$ cat src/rtl/interlaken_tx_framer.sv
// Interlaken TX framer for one lane: buffers user words in a small FIFO and
// builds 64b/67b metaframes (Sync, Scrambler State, Skip, payload/Idle,
// Diagnostic), one word per cycle in which the gearbox signals ready.
module interlaken_tx_framer #(
    parameter int META_FRAME_LEN = 16,
    parameter int FIFO_DEPTH     = 4
) (
    input  logic        USER_CLK,
    input  logic        SYSTEM_RESET_N,
    input  logic [63:0] DATA_IN,
    input  logic        DATA_IN_VALID,
    output logic        DATA_IN_READY,
    input  logic [57:0] SCRAM_STATE_IN,
    input  logic        LANE_STATUS,
    input  logic        LINK_STATUS,
    input  logic        GBX_READY,
    output logic [63:0] DATA_OUT,
    output logic [1:0]  HEADER_OUT,
    output logic        DATA_VALID,
    output logic [15:0] FRAME_CNT
);

    localparam int IW = (META_FRAME_LEN > 1) ? $clog2(META_FRAME_LEN) : 1;
    localparam int AW = (FIFO_DEPTH > 1) ? $clog2(FIFO_DEPTH) : 1;
    localparam int CW = AW + 1;

    localparam logic [IW-1:0] IDX_SYNC  = IW'(0);
    localparam logic [IW-1:0] IDX_SCRAM = IW'(1);
    localparam logic [IW-1:0] IDX_SKIP  = IW'(2);
    localparam logic [IW-1:0] IDX_DIAG  = IW'(META_FRAME_LEN - 1);

    localparam logic [1:0]  HDR_DATA  = 2'b01;
    localparam logic [1:0]  HDR_CTRL  = 2'b10;
    localparam logic [63:0] WORD_SYNC = 64'h78F678F678F678F6;
    localparam logic [63:0] WORD_SKIP = 64'h1E1E1E1E1E1E1E1E;
    localparam logic [63:0] WORD_IDLE = 64'hAAAAAAAAAAAAAAAA;

    // Scrambler State control word: block type 6'b001010 followed by the state.
    function automatic logic [63:0] build_scram(input logic [57:0] state);
        return {6'b001010, state};
    endfunction

    // Diagnostic control word; the CRC32 field stays zero for the CRC inserter.
    function automatic logic [63:0] build_diag(input logic lane, input logic link);
        return {6'b011001, 24'h0, lane, link, 32'h0};
    endfunction

    logic [IW-1:0] idx;
    logic [63:0]   mem [FIFO_DEPTH];
    logic [AW-1:0] wr_ptr;
    logic [AW-1:0] rd_ptr;
    logic [CW-1:0] count;
    logic [CW-1:0] count_next;

    logic          push;
    logic          pop;
    logic          pop_slot;
    logic [63:0]   word_data;
    logic [1:0]    word_hdr;

    // A write needs the registered ready, so a full FIFO never accepts a word.
    assign push = DATA_IN_VALID && DATA_IN_READY;
    assign pop  = GBX_READY && pop_slot;

    // Select the word for the current slot; payload slots drain the FIFO head.
    always_comb begin
        word_data = WORD_IDLE;
        word_hdr  = HDR_CTRL;
        pop_slot  = 1'b0;
        if (idx == IDX_SYNC) begin
            word_data = WORD_SYNC;
        end else if (idx == IDX_SCRAM) begin
            word_data = build_scram(SCRAM_STATE_IN);
        end else if (idx == IDX_SKIP) begin
            word_data = WORD_SKIP;
        end else if (idx == IDX_DIAG) begin
            word_data = build_diag(LANE_STATUS, LINK_STATUS);
        end else if (count != '0) begin
            word_data = mem[rd_ptr];
            word_hdr  = HDR_DATA;
            pop_slot  = 1'b1;
        end
    end

    // Occupancy after this edge's push and pop.
    always_comb begin
        count_next = count;
        if (push && !pop) begin
            count_next = count + 1'b1;
        end else if (!push && pop) begin
            count_next = count - 1'b1;
        end
    end

    // FIFO storage holds only data, so it carries no reset.
    always_ff @(posedge USER_CLK) begin
        if (push) begin
            mem[wr_ptr] <= DATA_IN;
        end
    end

    // FIFO pointers, occupancy and the registered ready flag.
    always_ff @(posedge USER_CLK or negedge SYSTEM_RESET_N) begin
        if (!SYSTEM_RESET_N) begin
            wr_ptr        <= '0;
            rd_ptr        <= '0;
            count         <= '0;
            DATA_IN_READY <= 1'b0;
        end else begin
            if (push) begin
                wr_ptr <= wr_ptr + 1'b1;
            end
            if (pop) begin
                rd_ptr <= rd_ptr + 1'b1;
            end
            count         <= count_next;
            DATA_IN_READY <= (count_next != CW'(FIFO_DEPTH));
        end
    end

    // Metaframe slot index and completed-metaframe counter.
    always_ff @(posedge USER_CLK or negedge SYSTEM_RESET_N) begin
        if (!SYSTEM_RESET_N) begin
            idx       <= '0;
            FRAME_CNT <= 16'h0;
        end else if (GBX_READY) begin
            if (idx == IDX_DIAG) begin
                idx       <= '0;
                FRAME_CNT <= FRAME_CNT + 16'h1;
            end else begin
                idx <= idx + 1'b1;
            end
        end
    end

    // Output register: new word on ready cycles, otherwise hold with valid low.
    always_ff @(posedge USER_CLK or negedge SYSTEM_RESET_N) begin
        if (!SYSTEM_RESET_N) begin
            DATA_OUT   <= 64'h0;
            HEADER_OUT <= 2'b00;
            DATA_VALID <= 1'b0;
        end else begin
            DATA_VALID <= GBX_READY;
            if (GBX_READY) begin
                DATA_OUT   <= word_data;
                HEADER_OUT <= word_hdr;
            end
        end
    end

endmodule

$ cat config.mk
export PLATFORM = sky130hd
export DESIGN_NAME = interlaken_tx_framer
export DESIGN_NICKNAME = d
export VERILOG_FILES = /design/src/rtl/interlaken_tx_framer.sv
export SDC_FILE = /design/constraint.sdc
export NUM_CORES = 1
export LEC_CHECK = 0
export ABC_AREA = 1
export BUFFER_PORTS_ARGS = -buffer_cell sky130_fd_sc_hd__buf_2
export CAP_MARGIN = 20
export CORE_MARGIN = 5
export CORE_UTILIZATION = 35
export DETAILED_ROUTE_END_ITERATION = 7
export PLACE_DENSITY = 0.55
export SLEW_MARGIN = 20
export SYNTH_ARGS = -nofsm -noshare
export SYNTH_HDL_FRONTEND = slang
export SYNTH_SLANG_ARGS = --single-unit
$ cat constraint.sdc
create_clock -name USER_CLK -period 5.4 [get_ports USER_CLK]
set_clock_uncertainty 0.15 [all_clocks]
set_input_delay 1.08 -clock USER_CLK [delete_from_list [all_inputs] [get_ports USER_CLK]]
set_output_delay 1.08 -clock USER_CLK [all_outputs]
set_load 0.005 [all_outputs]
==> out/qor.csv, run 1 <==
stage,metric,value,unit
global_routing,grt_usage,0.1716,
clocking,cts_setup_buffers,0,
min_path,hold_start,FRAME_CNT[15],
synthesis,syn_avg_cell_area,11.86,µm²
cells_and_area,seq_area,10070,µm²
power,p_per_area,566.6,nW/µm²
sta,fin_ws,2.296,ns
min_path,worst_hold_path_type,register to register,
synthesis,syn_inst,1194,
synthesis,synthSimpleGateAreaFrac,0.1122,
sta,tns,0,ns
clocking,holdBufCountCts,0,
worst_setup_path,endpoint_kind,register,
detailed_routing,drt-initial-drc-count,689,
min_path,min_to,FRAME_CNT[15],
synthesis,synth_warnings,0,
sta,max_freq,0.3221,GHz
place,gp_congestion,0.7690,
power,p_leak,6.697,nW
clocking,cts_htree_levels,2,
power,vdd_drop_max,259.5,µV
clocking,cts_resized,0,
min_path,hold_path_depth,1,
synthesis,synth_adder_area_share,0.01061,
cells_and_area,n_fill_cell,3750,
worst_setup_path,start_kind,register,
outcome,status,"complete, no violations",
floorplan,row_count,73,
clocking,cts.path.max_buffers,3,
worst_setup_path,reg2reg_from,count[0],
place,io_buffers,211,
sta,relSlewSlack,0.2719,
synthesis,synth_xor_area_frac,0.01237,
run,maxCapViolCount,0,
floorplan,start_util,0.3547,
detailed_routing,finalWirelength,38.63,mm
sta,worst_pin_slew,1.091,ns
sta,period_share,0.5749,
detailed_routing,viasPerCell,5.015,
synthesis,ys_seq_elements,351,
sta,drv_slew,0,
floorplan,core_area,39910,µm²
sta,fin_hold_ws,0.3220,ns
cells_and_area,syn2layout_area_growth,20.13,%
global_routing,grt_pass1_wl,59.18,mm
worst_setup_path,r2r_end,DATA_IN_READY,
clocking,worstSkewPairLatency,0.53,ns
sta,setup_viol_count_final,0,
floorplan,dieArea,44570,µm²
synthesis,synth_top_family_by_area,compound AO/OA/AOI/OAI gates,
synthesis,synth-seq-area-share,0.7110,
place,place_worst_setup_slack,1.958,ns
worst_setup_path,r2r_cells,12,
cells_and_area,multi_input_area,3588,µm²
worst_setup_path,rrSetupSlack,2.30,ns
clocking,tritoncts,built,
clocking,path_clk_slew,0.05,ns
worst_setup_path,crit_arrival,3.38,ns
sta,rsz0062_at_grt,no,
synthesis,synth_mux_area_frac,0,
global_routing,antenna_found_initial,8,
global_routing,grt_overflow,0,
sta,fin_crit,3.104,ns
worst_setup_path,critPathKind,register to register,
cells_and_area,nNetsFinal,1529,
detailed_routing,vias,9775,
synthesis,synth_compound_area_frac,0.1161,
place,dpl.hpwl,23.79,mm
clocking,cts.sinks,351,
detailed_routing,ant_nets,0,
detailed_routing,dr.pass1.iters,8,
synthesis,syn_nets,1334,
global_routing,grt_pass1_vias,9771,
floorplan,die_w,211.1,µm
cells_and_area,post-route-util,0.4260,
floorplan,io_pins,212,
global_routing,grt_start_max_net_pins,80,
synthesis,ys_types,35,
worst_setup_path,path_max_fanout,22,
clocking,cts_buffers,39,
clocking,cts-root-buf,clkbuf_16,
detailed_routing,drc,0,
worst_setup_path,required,5.67,ns
sta,finalHoldViolCount,0,
worst_setup_path,startpoint,count[0],
cells_and_area,drive_gt1_frac,0.2149,
floorplan,die_y,211.1,µm
detailed_routing,wire_per_inst,19.82,µm
synthesis,netlist_area,14160,µm²
==> worst max-delay path by stage <==
stage | end | slack (ns) | cells past startpoint
after floorplan | mem[0][0] | 0.82 | 2
after global placement | DATA_OUT[12] | 2.03 | 8
after detailed placement | DATA_OUT[52] | 1.96 | 8
after CTS | DATA_IN_READY | 2.24 | 12
after global routing | DATA_IN_READY | 2.02 | 12
final | DATA_IN_READY | 2.30 | 12
==> critical path: stages (launching register included) <==
cell and delay, ns:
dfrtp_1 0.36, inv_1 0.08, ha_1 0.19, nand2_1 0.77, nand2_2 0.15, inv_2 0.39, nand3_1 0.30, nand2_1 0.22
nand2_1 0.07, nand2_1 0.06, nand2_1 0.06, nor2_1 0.12, nand2_1 0.06
==> cells in the mapped netlist <==
cell type,count,area share
a22oi_1,14,0.0074
nor2_2,4,0.0018
a21oi_2,1,0.00062
nand4_2,1,0.00088
buf_4,3,0.0016
nor3_1,4,0.0014
edfxtp_1,256,0.54
o211ai_1,2,0.0011
buf_6,1,0.00080
nand2_1,186,0.049
o21ai_0,127,0.045
o22ai_1,20,0.0088
buf_2,23,0.0081
o221ai_1,22,0.014
nor3_2,1,0.00071
a21o_1,1,0.00053
o31ai_1,1,0.00053
clkbuf_1,38,0.010
a31oi_1,1,0.00044
dfrtp_1,95,0.17
nand2_2,3,0.0013
xor2_1,17,0.011
nor2_8,1,0.0014
buf_1,3,0.00080
a21oi_1,105,0.037
nand3_4,1,0.0012
inv_1,54,0.014
ha_1,12,0.011
o21ai_2,1,0.00062
inv_2,8,0.0021
nand4_1,4,0.0018
nand3_1,52,0.018
xnor2_1,3,0.0019
o21ai_1,1,0.00035
nor2_1,128,0.034
==> layout by cell type, fill, tap and decap left out, types with 2 or more instances in the layout <==
cell type / instances
nor3_1: 4
nor2_1: 123
nor2_4: 4
o211ai_1: 2
nand2_1: 186
edfxtp_1: 256
clkbuf_16: 41
nand3_1: 52
bufinv_16: 3
o22ai_1: 20
inv_1: 53
a21oi_1: 105
nand2_2: 3
diode_2: 5
dfrtp_4: 2
buf_4: 9
o21ai_0: 127
buf_2: 210
clkinv_1: 3
nand4_1: 4
dfrtp_1: 93
xnor2_1: 3
clkinvlp_4: 2
xor2_1: 17
ha_1: 12
o221ai_1: 22
nor2_2: 5
a22oi_1: 14
clkinv_2: 4
buf_12: 2
inv_2: 8
clkbuf_8: 4
clkbuf_1: 14
==> metal layers <==
| metal | vias up | GRT usage | wire (µm) |
|---|---|---|---|
| met2 | 290 | 0.2592 | 17140 |
| li1 | 4615 | - | - |
| met5 | - | 0 | 46 |
| met4 | 6 | 0.05008 | 858 |
| met3 | 59 | 0.04114 | 2508 |
| met1 | 4805 | 0.2478 | 18080 |
==> cells by family after synthesis <==
family | count (synthesis)
buffers and inverters | 130
XOR/XNOR | 20
AO/OA/AOI/OAI | 296
AND/OR/NAND/NOR | 385
adder cells (fa/ha/maj) | 12
flip-flops | 351
==> final cells by class <==
class / count / share of cell area
Multi-Input combinational cell: 713 / 0.2110
Antenna cell: 5 / 0.0007358
Timing Repair Buffer: 222 / 0.06880
Inverter: 62 / 0.01383
Sequential cell: 351 / 0.5923
Clock buffer: 59 / 0.06666
Clock inverter: 12 / 0.008020
Tap cell: 525 / 0.03863
==> registers in the layout, indices dropped and copies added (netlist names) <==
signal	flops
DATA_IN_READY	1
DATA_OUT	64
DATA_VALID	1
FRAME_CNT	16
HEADER_OUT	2
count	3
idx	4
mem	256
rd_ptr	2
wr_ptr	2
==> power by group <==
| part | leakage [nW] | internal (mW) | switching [mW] | total, mW |
|---|---|---|---|---|
| Combinational | 2.64 | 0.952 | 1.91 | 2.86 |
| Clock | 0.614 | 1.59 | 1.04 | 2.64 |
| Sequential | 3.45 | 3.67 | 0.468 | 4.14 |
| Total | 6.70 | 6.22 | 3.42 | 9.63 |
==> through the flow <==
stage | std cells | instance area [µm²] | total power, mW
floorplan | 1194 | 14160 | 5.906
global placement | 1872 | 15710 | 7.063
detailed placement | 1872 | 15710 | 7.105
CTS | 1943 | 16980 | 9.778
global route | 1945 | 17000 | 10.30
finish | 1949 | 17010 | 9.634
Note: power is estimated with default switching activity, not from simulation.
==> run 2, diff against run 1 <==
ABC_AREA = 0   (was 1)
PLACE_DENSITY = 0.57   (was 0.55)
clock period = 2.7 ns   (was 5.4 ns; I/O delays follow)
==> run 2 against run 1 <==
  * Power rose by 93%
  * First-iteration DRC count is 33% lower
  * Final area shrank 0.25%
  * Die area shrank 2.0%
  * Non-clock buffer count up 15
  * Critical endpoint unchanged
==> out/qor.csv, run 2 <==
stage,metric,value,unit
outcome,status,"complete, no violations",
synthesis,netlist_area,13860,µm²
worst_setup_path,required,2.94,ns
worst_setup_path,critPathKind,register to register,
clocking,cts_setup_buffers,0,
sta,tns,0,ns
cells_and_area,largest_reg_flops,256,
floorplan,core_area,39460,µm²
synthesis,syn_inst,799,
worst_setup_path,endpoint_kind,register,
detailed_routing,vias,7899,
cells_and_area,stdcell_area,16960,µm²
synthesis,synth.top_cells.by_count,"edfxtp_1, dfrtp_1, mux4_2, nor2_1, a21oi_1",
min_path,worst_hold_path_type,input pin to register,
clocking,cts.sinks,351,
detailed_routing,drc,0,
detailed_routing,ant_nets,0,
detailed_routing,dr.pass1.iters,5,
cells_and_area,nNetsFinal,1173,
synthesis,ys_seq_elements,351,
detailed_routing,drt-initial-drc-count,459,
sta,setup_viol_count_final,0,
clocking,cts-root-buf,clkbuf_16,
worst_setup_path,start_kind,register,
floorplan,row_count,73,
sta,fin_crit,2.267,ns
power,vdd_drop_max,376.3,µV
global_routing,grt_pass1_vias,8305,
power,p_leak,6.377,nW
place,placed_cell_area,15660,µm²
sta,relSlewSlack,0.4783,
floorplan,io_pins,212,
synthesis,syn_avg_cell_area,17.35,µm²
place,io_buffers,211,
cells_and_area,final_common_cell,edfxtp_1,
clocking,cts_htree_levels,2,
sta,worst_pin_slew,0.7825,ns
clocking,tritoncts,built,
global_routing,grt_usage,0.1550,
clocking,worstSkewPairLatency,0.53,ns
sta,fin_ws,0.4330,ns
clocking,cts.path.max_buffers,3,
worst_setup_path,crit_arrival,2.51,ns
place,place_worst_setup_slack,0.1502,ns
cells_and_area,n_fill_cell,3639,
synthesis,synth_warnings,0,
sta,period_share,0.8396,
synthesis,synthMostInstantiatedCell,edfxtp_1,
synthesis,synth_top_cell_area_share,0.5545,
global_routing,grt_overflow,0,
cells_and_area,post-route-util,0.4299,
global_routing,grt_start_max_net_pins,75,
synthesis,synth_enable_flop_cells,256,
power,p_per_area,1097,nW/µm²
run,maxCapViolCount,0,
detailed_routing,wire_per_inst,21.39,µm
floorplan,start_util,0.3514,
synthesis,yosys.area.top_type,edfxtp_1,
global_routing,grt_pass1_wl,51.89,mm
place,dpl.hpwl,21.77,mm
synthesis,synthTopCellsByArea,"edfxtp_1, dfrtp_1, mux4_2",
global_routing,antenna_found_initial,12,
cells_and_area,multi_input_area,3516,µm²
worst_setup_path,path_max_fanout,5,
sta,rsz0062_at_grt,no,
synthesis,synth-seq-area-share,0.7259,
synthesis,ys_types,50,
detailed_routing,viasPerCell,4.965,
synthesis,synth-main-ff-cell,edfxtp_1,
cells_and_area,largest_register,mem,
place,gp_congestion,0.7847,
floorplan,die_w,209.0,µm
clocking,cts_buffers,39,
cells_and_area,top_regs,"mem (256), DATA_OUT (64), FRAME_CNT (16)",
cells_and_area,seq_area,10070,µm²
floorplan,dieArea,43690,µm²
clocking,path_clk_slew,0.06,ns
cells_and_area,layout_common_cells,"edfxtp_1, buf_2, dfrtp_1",
detailed_routing,finalWirelength,34.03,mm
sta,drv_slew,0,
sta,max_freq,0.4411,GHz
cells_and_area,drive_gt1_frac,0.3484,
synthesis,synth-async-reset-ratio,0.2707,
sta,finalHoldViolCount,0,
floorplan,die_y,209.0,µm
cells_and_area,syn2layout_area_growth,22.34,%
synthesis,syn_nets,939,
run 2: cells by family (layout without fill, tap and decap cells):
family / after synthesis / after routing / synth area share
flip-flops: 351 / 351 / 0.7259
adder cells (fa/ha/maj): 12 / 12 / 0.01083
other: 0 / 4 / 0
buffers and inverters: 61 / 324 / 0.02437
AND/OR/NAND/NOR: 138 / 138 / 0.04819
multiplexers: 65 / 65 / 0.1069
XOR/XNOR: 21 / 21 / 0.01327
AO/OA/AOI/OAI: 151 / 151 / 0.07048
run 2: final cells by class:
class                           instances  area share
Clock inverter                         18     0.01283
Antenna cell                            4   0.0005901
Tap cell                              525     0.03873
Multi-Input combinational cell        387      0.2073
Timing Repair Buffer                  237     0.08084
Inverter                               17    0.003762
Clock buffer                           52     0.06218
Sequential cell                       351      0.5938
run 2: worst paths after layout:
| path | start | to | slack [ns] | depth (start not counted) |
|---|---|---|---|---|
| worst min register to register | FRAME_CNT[7] | FRAME_CNT[7] | 0.34 | 1 |
| worst max register to register | idx[0] | DATA_IN_READY | 0.43 | 7 |
| min in group asynchronous | SYSTEM_RESET_N | DATA_OUT[22] | 0.31 | 2 |
| worst min-delay path | DATA_IN[39] | mem[3][39] | 0.07 | 1 |
| max in group asynchronous | SYSTEM_RESET_N | rd_ptr[0] | 1.30 | 3 |
| worst max-delay path | idx[0] | DATA_IN_READY | 0.43 | 7 |
run 2: per-stage QoR:
stage | hold slack (ns) | instances | total power, mW
after global routing | 0.04151 | 1590 | 19.73
after CTS | 0.02923 | 1587 | 18.96
after global placement | 0.3056 | 1516 | 13.49
final | 0.07246 | 1591 | 18.61
after detailed placement | 0.3108 | 1516 | 13.59
after floorplan | 0.09441 | 799 | 11.41
run 2: worst max-delay path, stage by stage, from the launching register on:
cell and delay, ns:
dfrtp_1 0.43, inv_1 0.12, ha_1 0.28, or3b_1 0.42, and3_4 0.21, and3_4 0.18, nor4_4 0.19, o211ai_1 0.13
run 2: routing by layer:
metal / share of wire / wire length [µm] / global-route usage / vias up
met4: 0.026 / 879 / 0.04860 / 14
li1: - / - / - / 3619
met3: 0.062 / 2099 / 0.04204 / 75
met5: 0.0024 / 83 / 0 / -
met2: 0.48 / 16320 / 0.2489 / 195
met1: 0.43 / 14650 / 0.2074 / 3996
run 2: report_power, final:
group | internal (mW) | switching (mW) | total, mW
sequential | 7.20 | 0.748 | 7.94
clock | 3.22 | 2.06 | 5.28
combinational | 2.51 | 2.87 | 5.38
run 2: timing repair:
| item | in CTS | in global routing |
|---|---|---|
| hold buffers | 1 | 0 |
| gates resized for setup | 0 | 1 |
| endpoints found under the setup margin | 0 | 4 |
| endpoints found under the hold margin | 21 | 0 |
